File: config.mk
export PLATFORM = sky130hd
export DESIGN_NAME = fir_avg_buffer
export DESIGN_NICKNAME = d
export VERILOG_FILES = /design/src/rtl/fir_pkg.sv /design/src/rtl/sync_fifo.sv /design/src/rtl/fir_avg_buffer.sv
export SDC_FILE = /design/constraint.sdc
export NUM_CORES = 1
export LEC_CHECK = 0
export ABC_CLOCK_PERIOD_IN_PS = 4030
export CAP_MARGIN = 10
export CORE_ASPECT_RATIO = 0.9
export CORE_MARGIN = 3
export CORE_UTILIZATION = 45
export DETAILED_ROUTE_END_ITERATION = 7
export PLACE_DENSITY = 0.71
export SLEW_MARGIN = 0
export SYNTH_ARGS = -nofsm -noshare
export SYNTH_HDL_FRONTEND = slang
export SYNTH_SLANG_ARGS = --single-unit
export TNS_END_PERCENT = 5
File: constraint.sdc
create_clock -name clk -period 4.03 [get_ports clk]
set_input_delay 0.6045 -clock clk [delete_from_list [all_inputs] [get_ports clk]]
set_output_delay 0.6045 -clock clk [all_outputs]
set_load 0.1 [all_outputs]
File: src/rtl/fir_pkg.sv
// Shared defaults for the FIR averaging path and the width helper for tap sums.
package fir_pkg;

  localparam int DEF_TAP_SIZE = 4;
  localparam int DEF_WIDTH    = 4;
  localparam int DEF_DEPTH    = 4;

  // A sum of 'taps' unsigned w-bit samples needs log2(taps) extra bits.
  function automatic int sum_w(input int taps, input int w);
    return $clog2(taps) + w;
  endfunction

endpackage

File: src/rtl/sync_fifo.sv
// Single-clock FIFO, registered head, 0-cycle read visibility after write edge.
// Write while full is accepted only when a read frees a slot on the same edge.
module sync_fifo
  import fir_pkg::*;
#(
  parameter int data_w = DEF_WIDTH,
  parameter int depth  = DEF_DEPTH,
  localparam int PTR_W = $clog2(depth),
  localparam int CNT_W = $clog2(depth) + 1
) (
  input  logic              clk,
  input  logic              reset,
  input  logic              wr_en,
  input  logic [data_w-1:0] wr_dat,
  input  logic              rd_en,
  output logic [data_w-1:0] rd_dat,
  output logic              full,
  output logic              empty,
  output logic [CNT_W-1:0]  count
);

  logic [data_w-1:0] mem [depth];
  logic [PTR_W-1:0]  wr_ptr;
  logic [PTR_W-1:0]  rd_ptr;
  logic              rd_ok;
  logic              wr_ok;

  assign full   = (count == CNT_W'(depth));
  assign empty  = (count == '0);
  assign rd_ok  = rd_en & ~empty;
  assign wr_ok  = wr_en & (~full | rd_ok);
  assign rd_dat = mem[rd_ptr];

  always_ff @(posedge clk) begin
    if (wr_ok) begin
      mem[wr_ptr] <= wr_dat;
    end
  end

  always_ff @(posedge clk or posedge reset) begin
    if (reset) begin
      wr_ptr <= '0;
      rd_ptr <= '0;
      count  <= '0;
    end else begin
      if (wr_ok) begin
        wr_ptr <= (wr_ptr == PTR_W'(depth - 1)) ? '0 : wr_ptr + PTR_W'(1);
      end
      if (rd_ok) begin
        rd_ptr <= (rd_ptr == PTR_W'(depth - 1)) ? '0 : rd_ptr + PTR_W'(1);
      end
      case ({wr_ok, rd_ok})
        2'b10:   count <= count + CNT_W'(1);
        2'b01:   count <= count - CNT_W'(1);
        default: count <= count;
      endcase
    end
  end

endmodule

File: src/rtl/fir_avg_buffer.sv
// Rounds a FIR tap sum to a mean and buffers it; in_valid to out_valid is 2 edges.
// No upstream backpressure: a word arriving at a full FIFO with no read is dropped and flagged.
module fir_avg_buffer
  import fir_pkg::*;
#(
  parameter int tapSize = DEF_TAP_SIZE,
  parameter int width   = DEF_WIDTH,
  parameter int depth   = DEF_DEPTH,
  localparam int SUM_W  = sum_w(tapSize, width),
  localparam int CNT_W  = $clog2(depth) + 1
) (
  input  logic              clk,
  input  logic              reset,
  input  logic              in_valid,
  input  logic [SUM_W-1:0]  in,
  input  logic              out_ready,
  input  logic              clear_ovf,
  output logic              out_valid,
  output logic [width-1:0]  out,
  output logic [CNT_W-1:0]  fifo_count,
  output logic              overflow
);

  localparam int               TAP_LOG2 = $clog2(tapSize);
  localparam logic [SUM_W-1:0] HALF     = SUM_W'(tapSize / 2);

  logic [SUM_W-1:0] sum_rnd;
  logic [width-1:0] avg;
  logic             s1_vld;
  logic [width-1:0] s1_dat;
  logic [width-1:0] head;
  logic             full;
  logic             empty;
  logic             rd_en;
  logic             drop;

  // A genuine tap sum is at most tapSize*(2^width-1), so adding half a tap never wraps.
  assign sum_rnd = in + HALF;
  assign avg     = width'(sum_rnd >> TAP_LOG2);

  always_ff @(posedge clk or posedge reset) begin
    if (reset) begin
      s1_vld <= 1'b0;
      s1_dat <= '0;
    end else begin
      s1_vld <= in_valid;
      if (in_valid) begin
        s1_dat <= avg;
      end
    end
  end

  sync_fifo #(
    .data_w(width),
    .depth (depth)
  ) u_fifo (
    .clk   (clk),
    .reset (reset),
    .wr_en (s1_vld),
    .wr_dat(s1_dat),
    .rd_en (rd_en),
    .rd_dat(head),
    .full  (full),
    .empty (empty),
    .count (fifo_count)
  );

  assign out_valid = ~empty;
  assign rd_en     = out_valid & out_ready;
  // Gating on out_valid keeps out at 0 whenever nothing is buffered, including in reset.
  assign out       = out_valid ? head : '0;
  assign drop      = s1_vld & full & ~rd_en;

  always_ff @(posedge clk or posedge reset) begin
    if (reset) begin
      overflow <= 1'b0;
    end else if (drop) begin
      overflow <= 1'b1;
    end else if (clear_ovf) begin
      overflow <= 1'b0;
    end
  end

endmodule

# Word-level counts from Yosys, hierarchy flattened
# Memory sizes are Yosys's and may differ from the RTL's.
# Cells that the tools add are included.
[totals] ff_bits=13 latch_bits=0 ram_bits=16 mem_bits_ro=0 input_bits=11 output_inout_bits=9 wordCells=37 n_memories=1
[op_classes] n_addsub=5 multipliers=0 div_mod_pow=0 magnitude_cmp=0 n_eq_ne=5 n_shift=0 n_mux=8 bitwise=9 n_reduce_logical=3
[mem_list] memory="u_fifo.mem" words=4 width=4 rd=1 rd_clocked_by_memory_dff=0 wr=1 line="sync_fifo.sv:22" text="logic [data_w-1:0] mem [depth];"
[op_table] op="6-bit by 2-bit adder with 6-bit output (second input constant)" n=1
[op_table] op="2-bit == test (second input constant)" n=3
[op_table] op="3-bit one-hot mux with 2 select lines" n=1
[op_table] op="1-bit AND" n=5
[op_table] op="2-bit by 1-bit adder with 2-bit output (second input constant)" n=2
[op_table] op="1-bit 2-to-1 mux" n=4
[op_table] op="2-bit 2-to-1 mux" n=2
[op_table] op="4-bit 2-to-1 mux" n=1
[op_table] op="2-bit nonzero test" n=2
[op_table] op="3-bit by 1-bit adder with 3-bit output (second input constant)" n=1
[op_table] op="3-bit == test (second input constant)" n=1
[op_table] op="3-bit logical NOT" n=1
[op_table] op="1-bit NOT" n=3
[op_table] op="3-bit by 1-bit subtractor with 3-bit output (second input constant)" n=1
[op_table] op="2-bit by 1-bit == test with 1-bit output (second input constant)" n=1
[op_table] op="1-bit bitwise OR" n=1

# Depth between registers and ports, before layout
[logic_depth] ltp_word=8 depth_mapped=7 ltp_nobuf=6

# Modules after synthesis
# Synthesis repeated with hierarchy kept, for this count alone.
[unflattened] hier_cells=109 hier_area_um2=1426.4
[modules_own_cells] module="sync_fifo" instances=1 cells_each=80 area_per_inst_um2=1133.6 seq_area_each_um2=655.6
[modules_own_cells] module="fir_avg_buffer" instances=1 cells_each=29 area_per_inst_um2=292.8 seq_area_each_um2=150.1

# Least setup slack after synthesis
# OpenSTA, ideal clock, no wires.
[synth_path] path_type="flip-flop to output port" from="reg u_fifo.count[0]" to="out out[0]" arrival_ns=2.280 t_required_ns=3.425 slack_ns=1.146 path_stages_with_launch=4 path_buffers=1 path_cell_list="dfrtp_1 -> or3_1 -> buf_6 -> and2_1"
[synth_between] elab_chain_len=2
[synth_rtl] item="start, declared" line="sync_fifo.sv:19" text="output logic [CNT_W-1:0] count"
[synth_rtl] item="start signal, assigned" line="sync_fifo.sv:53" text="2'b10: count <= count + CNT_W'(1);"
[synth_rtl] item="start signal, assigned" line="sync_fifo.sv:54" text="2'b01: count <= count - CNT_W'(1);"
[synth_rtl] item="start signal, assigned" line="sync_fifo.sv:55" text="default: count <= count;"
[synth_rtl] item="3-bit logical NOT" line="sync_fifo.sv:29" text="assign empty = (count == '0);"
[synth_rtl] item="4-bit 2-to-1 mux" line="fir_avg_buffer.sv:71" text="assign out = out_valid ? head : '0;"
[synth_rtl] item="end, declared" line="fir_avg_buffer.sv:19" text="output logic [width-1:0] out,"
# Every way passes these cells.

# Worst setup path in the final report
[layout_path] from="reg u_fifo.rd_ptr[0]" to="out out[1]"
[layout_between] elab_chain_len=2
[layout_rtl] item="start, declared" line="sync_fifo.sv:24" text="logic [PTR_W-1:0] rd_ptr;"
[layout_rtl] item="start signal, assigned" line="sync_fifo.sv:50" text="rd_ptr <= (rd_ptr == PTR_W'(depth - 1)) ? '0 : rd_ptr + PTR_W'(1);"
[layout_rtl] item="memory read 4 x 4 bit"
[layout_rtl] item="4-bit 2-to-1 mux" line="fir_avg_buffer.sv:71"
# Every way passes these cells.

==> results by group <==
Floorplanning
  • CORE AREA: 2880 um2
  • Die W: 65.3 um
  • Starting Density: 49.3%
  • Die Ht: 59.3 um
  • Rows: 18
  • IO Pins: 20
  • Die ar.: 3870 um2

Worst hold path
  • Worst min-delay path class: flop to flop
  • Worst Hold Path Cells: 2
  • HP Start: overflow

Timing
  • Slew margin rel.: 35.3%
  • Pins Over Slew Limit: 0
  • Setup violations, final: 0
  • Worst Tran Pin Value: 0.968 ns
  • RSZ-0062 raised after global routing: no
  • Setup Skew: 0.0110 ns
  • Post-route clock period utilization: 78.0%
  • Final hold viol count: 0
  • Fmax: 318 MHz
  • TNS Setup: 0 ns
  • Period minus WS final: 3.14 ns

Place
  • Post-DP HPWL: 1.61 mm
  • RePlAce Congestion: 0.793
  • Port bufs: 18

Clocking
  • Worst-path clk slew: 0.09 ns
  • CTS resizes: 0
  • CTS H-tree lvls: 2
  • Total clock sinks: 29
  • Hold-fix buffers, CTS: 0
  • CTS buffer count: 5
  • TritonCTS clock tree: yes
  • Post-CTS setup buffers: 0
  • Root Driver: clkbuf_4
  • Clock Tree Buf Depth: 2
  • Worst-Skew Late Latency: 0.32 ns

Synthesis
  • Post-Syn Nets: 120
  • Ys Warns: 0
  • Synth async-reset ratio: 44.8%
  • Mapped cell area: 1420 um2
  • Flops & latches, synth: 29
  • Synth cell types: 35
  • Syn avg cell area: 13.9 um2
  • Post-synth EDFFs: 16
  • Primary FF master, synth: edfxtp_1
  • Cells after synthesis: 102
  • Post-synthesis sequential area ratio: 56.6%

GRT
  • Global route overflow: 0
  • Largest net degree at the start of global routing: 14
  • Vias in the first global route: 806
  • Initial antenna violation count: 0
  • Global Route Usage Sum: 13.0%
  • First-pass GRT wire length: 3.57 mm

Routing
  • Routed Wire Length: 2.15 mm
  • Initial DRT Pass Iterations: 4
  • Max layer used: met4
  • Met3 Routed Length: 145 um
  • Metal-1 WL: 938 um
  • Vias per cell: 5.07
  • Vias: 832
  • DR WL/cell: 13.1 um
  • # DRC: 0
  • DRT antenna net count: 0
  • First-iteration detailed-routing DRC count: 65
  • DR WL met2: 1.02 mm

Worst setup path
  • CP Class: flop to primary output
  • Crit path from: u_fifo.rd_ptr[0]
  • Worst r2r src: u_fifo.count[0]
  • Critical Path Sink Type: primary output
  • WP data required: 3.43 ns
  • Startpoint types: flop
  • Worst R2R Path Depth: 5
  • CP max FO: 7
  • Worst EP arrival: 2.54 ns

Run status
  • Status: finished clean

Final layout
  • Antenna diode count: 0
  • Layout Nets: 141
  • Share of layout cells above drive strength 1: 15.3%
  • Layout area overhead: 18.0%

Run
  • Max Cap Viol: 0
[cell usage after synthesis, types with 2 or more instances]
cell type | number | area share (%)
mux2_4 | 4 | 4.2
nand2_1 | 3 | 0.79
xor2_1 | 3 | 1.8
buf_6 | 2 | 1.6
dfrtp_1 | 13 | 23
a21oi_1 | 5 | 1.8
inv_1 | 6 | 1.6
nand3_1 | 2 | 0.70
and2_1 | 8 | 3.5
or3_1 | 2 | 0.88
mux4_2 | 4 | 6.3
o221ai_1 | 2 | 1.2
ha_1 | 6 | 5.3
edfxtp_1 | 16 | 34
nor2_1 | 6 | 1.6
[layout make-up]
| class | count | area, um2 |
|---|---|---|
| multi-input cells | 63 | 562 |
| clock buffers | 8 | 58.8 |
| flip-flops and latches | 29 | 806 |
| fillers | 250 | 1200 |
| well taps | 40 | 50.0 |
| inverters | 6 | 22.5 |
| repair buffers | 18 | 180 |
[per-layer routing]
layer	up-vias	global-route usage, %
li1	409	-
met1	390	15.2
met2	28	19.9
met3	5	6.45
met4	0	6.51
met5	-	0
[final timing paths]
path / endpoint / slack (ns)
max: out[1] / 0.89
min: overflow / 0.53
max reg2reg: u_fifo.count[1] / 2.01
min reg2reg: overflow / 0.53
max in group asynchronous: s1_dat[1] / 3.07
min in group asynchronous: overflow / 0.60
[stage by stage]
stage / area (um2) / std cells / hold slack (ns) / setup WS (ns) / utilization, %
finish: 1680 / 164 / 0.527 / 0.886 / 58.2
global route: 1680 / 164 / 0.544 / 0.781 / 58.2
CTS: 1680 / 164 / 0.532 / 0.844 / 58.2
detailed placement: 1620 / 156 / 0.514 / 1.22 / 56.2
global placement: 1620 / 156 / 0.501 / 1.23 / 56.2
floorplan: 1420 / 102 / 0.472 / 1.15 / -
[cell families after synthesis]
logic type	synth area share, %
simple gates	12.6
flops	56.6
mux	12.8
xor+xnor	2.46
compound gates	4.92
buf+inv	3.87
fa+ha+maj	6.68
[sequential cells by signal (all words and copies together), names as in the netlist]
signal         flops
u_fifo.wr_ptr      2
u_fifo.count       3
s1_dat             4
u_fifo.mem        16
s1_vld             1
overflow           1
u_fifo.rd_ptr      2
[worst max-delay path, cell delays in order (launching register included)]
cell,delay [ns]
dfrtp_1,0.54
mux4_2,0.54
and2_1,0.17
clkdlybuf4s50_1,0.96
[cell usage in the layout, fill, tap and decap left out, types with 2 or more instances in the layout]
cell type         n
a21oi_1           5
and2_1            8
clkbuf_1          2
clkbuf_4          5
clkdlybuf4s50_1  18
dfrtp_1          13
edfxtp_1         16
ha_1              6
inv_1             6
mux2_4            4
mux4_2            4
nand2_1           3
nand3_1           2
nor2_1            6
o221ai_1          2
or3_1             2
xor2_1            3
Power is not shown: default switching activity piles up to over one toggle a cycle in this logic, so the estimate is an artifact.
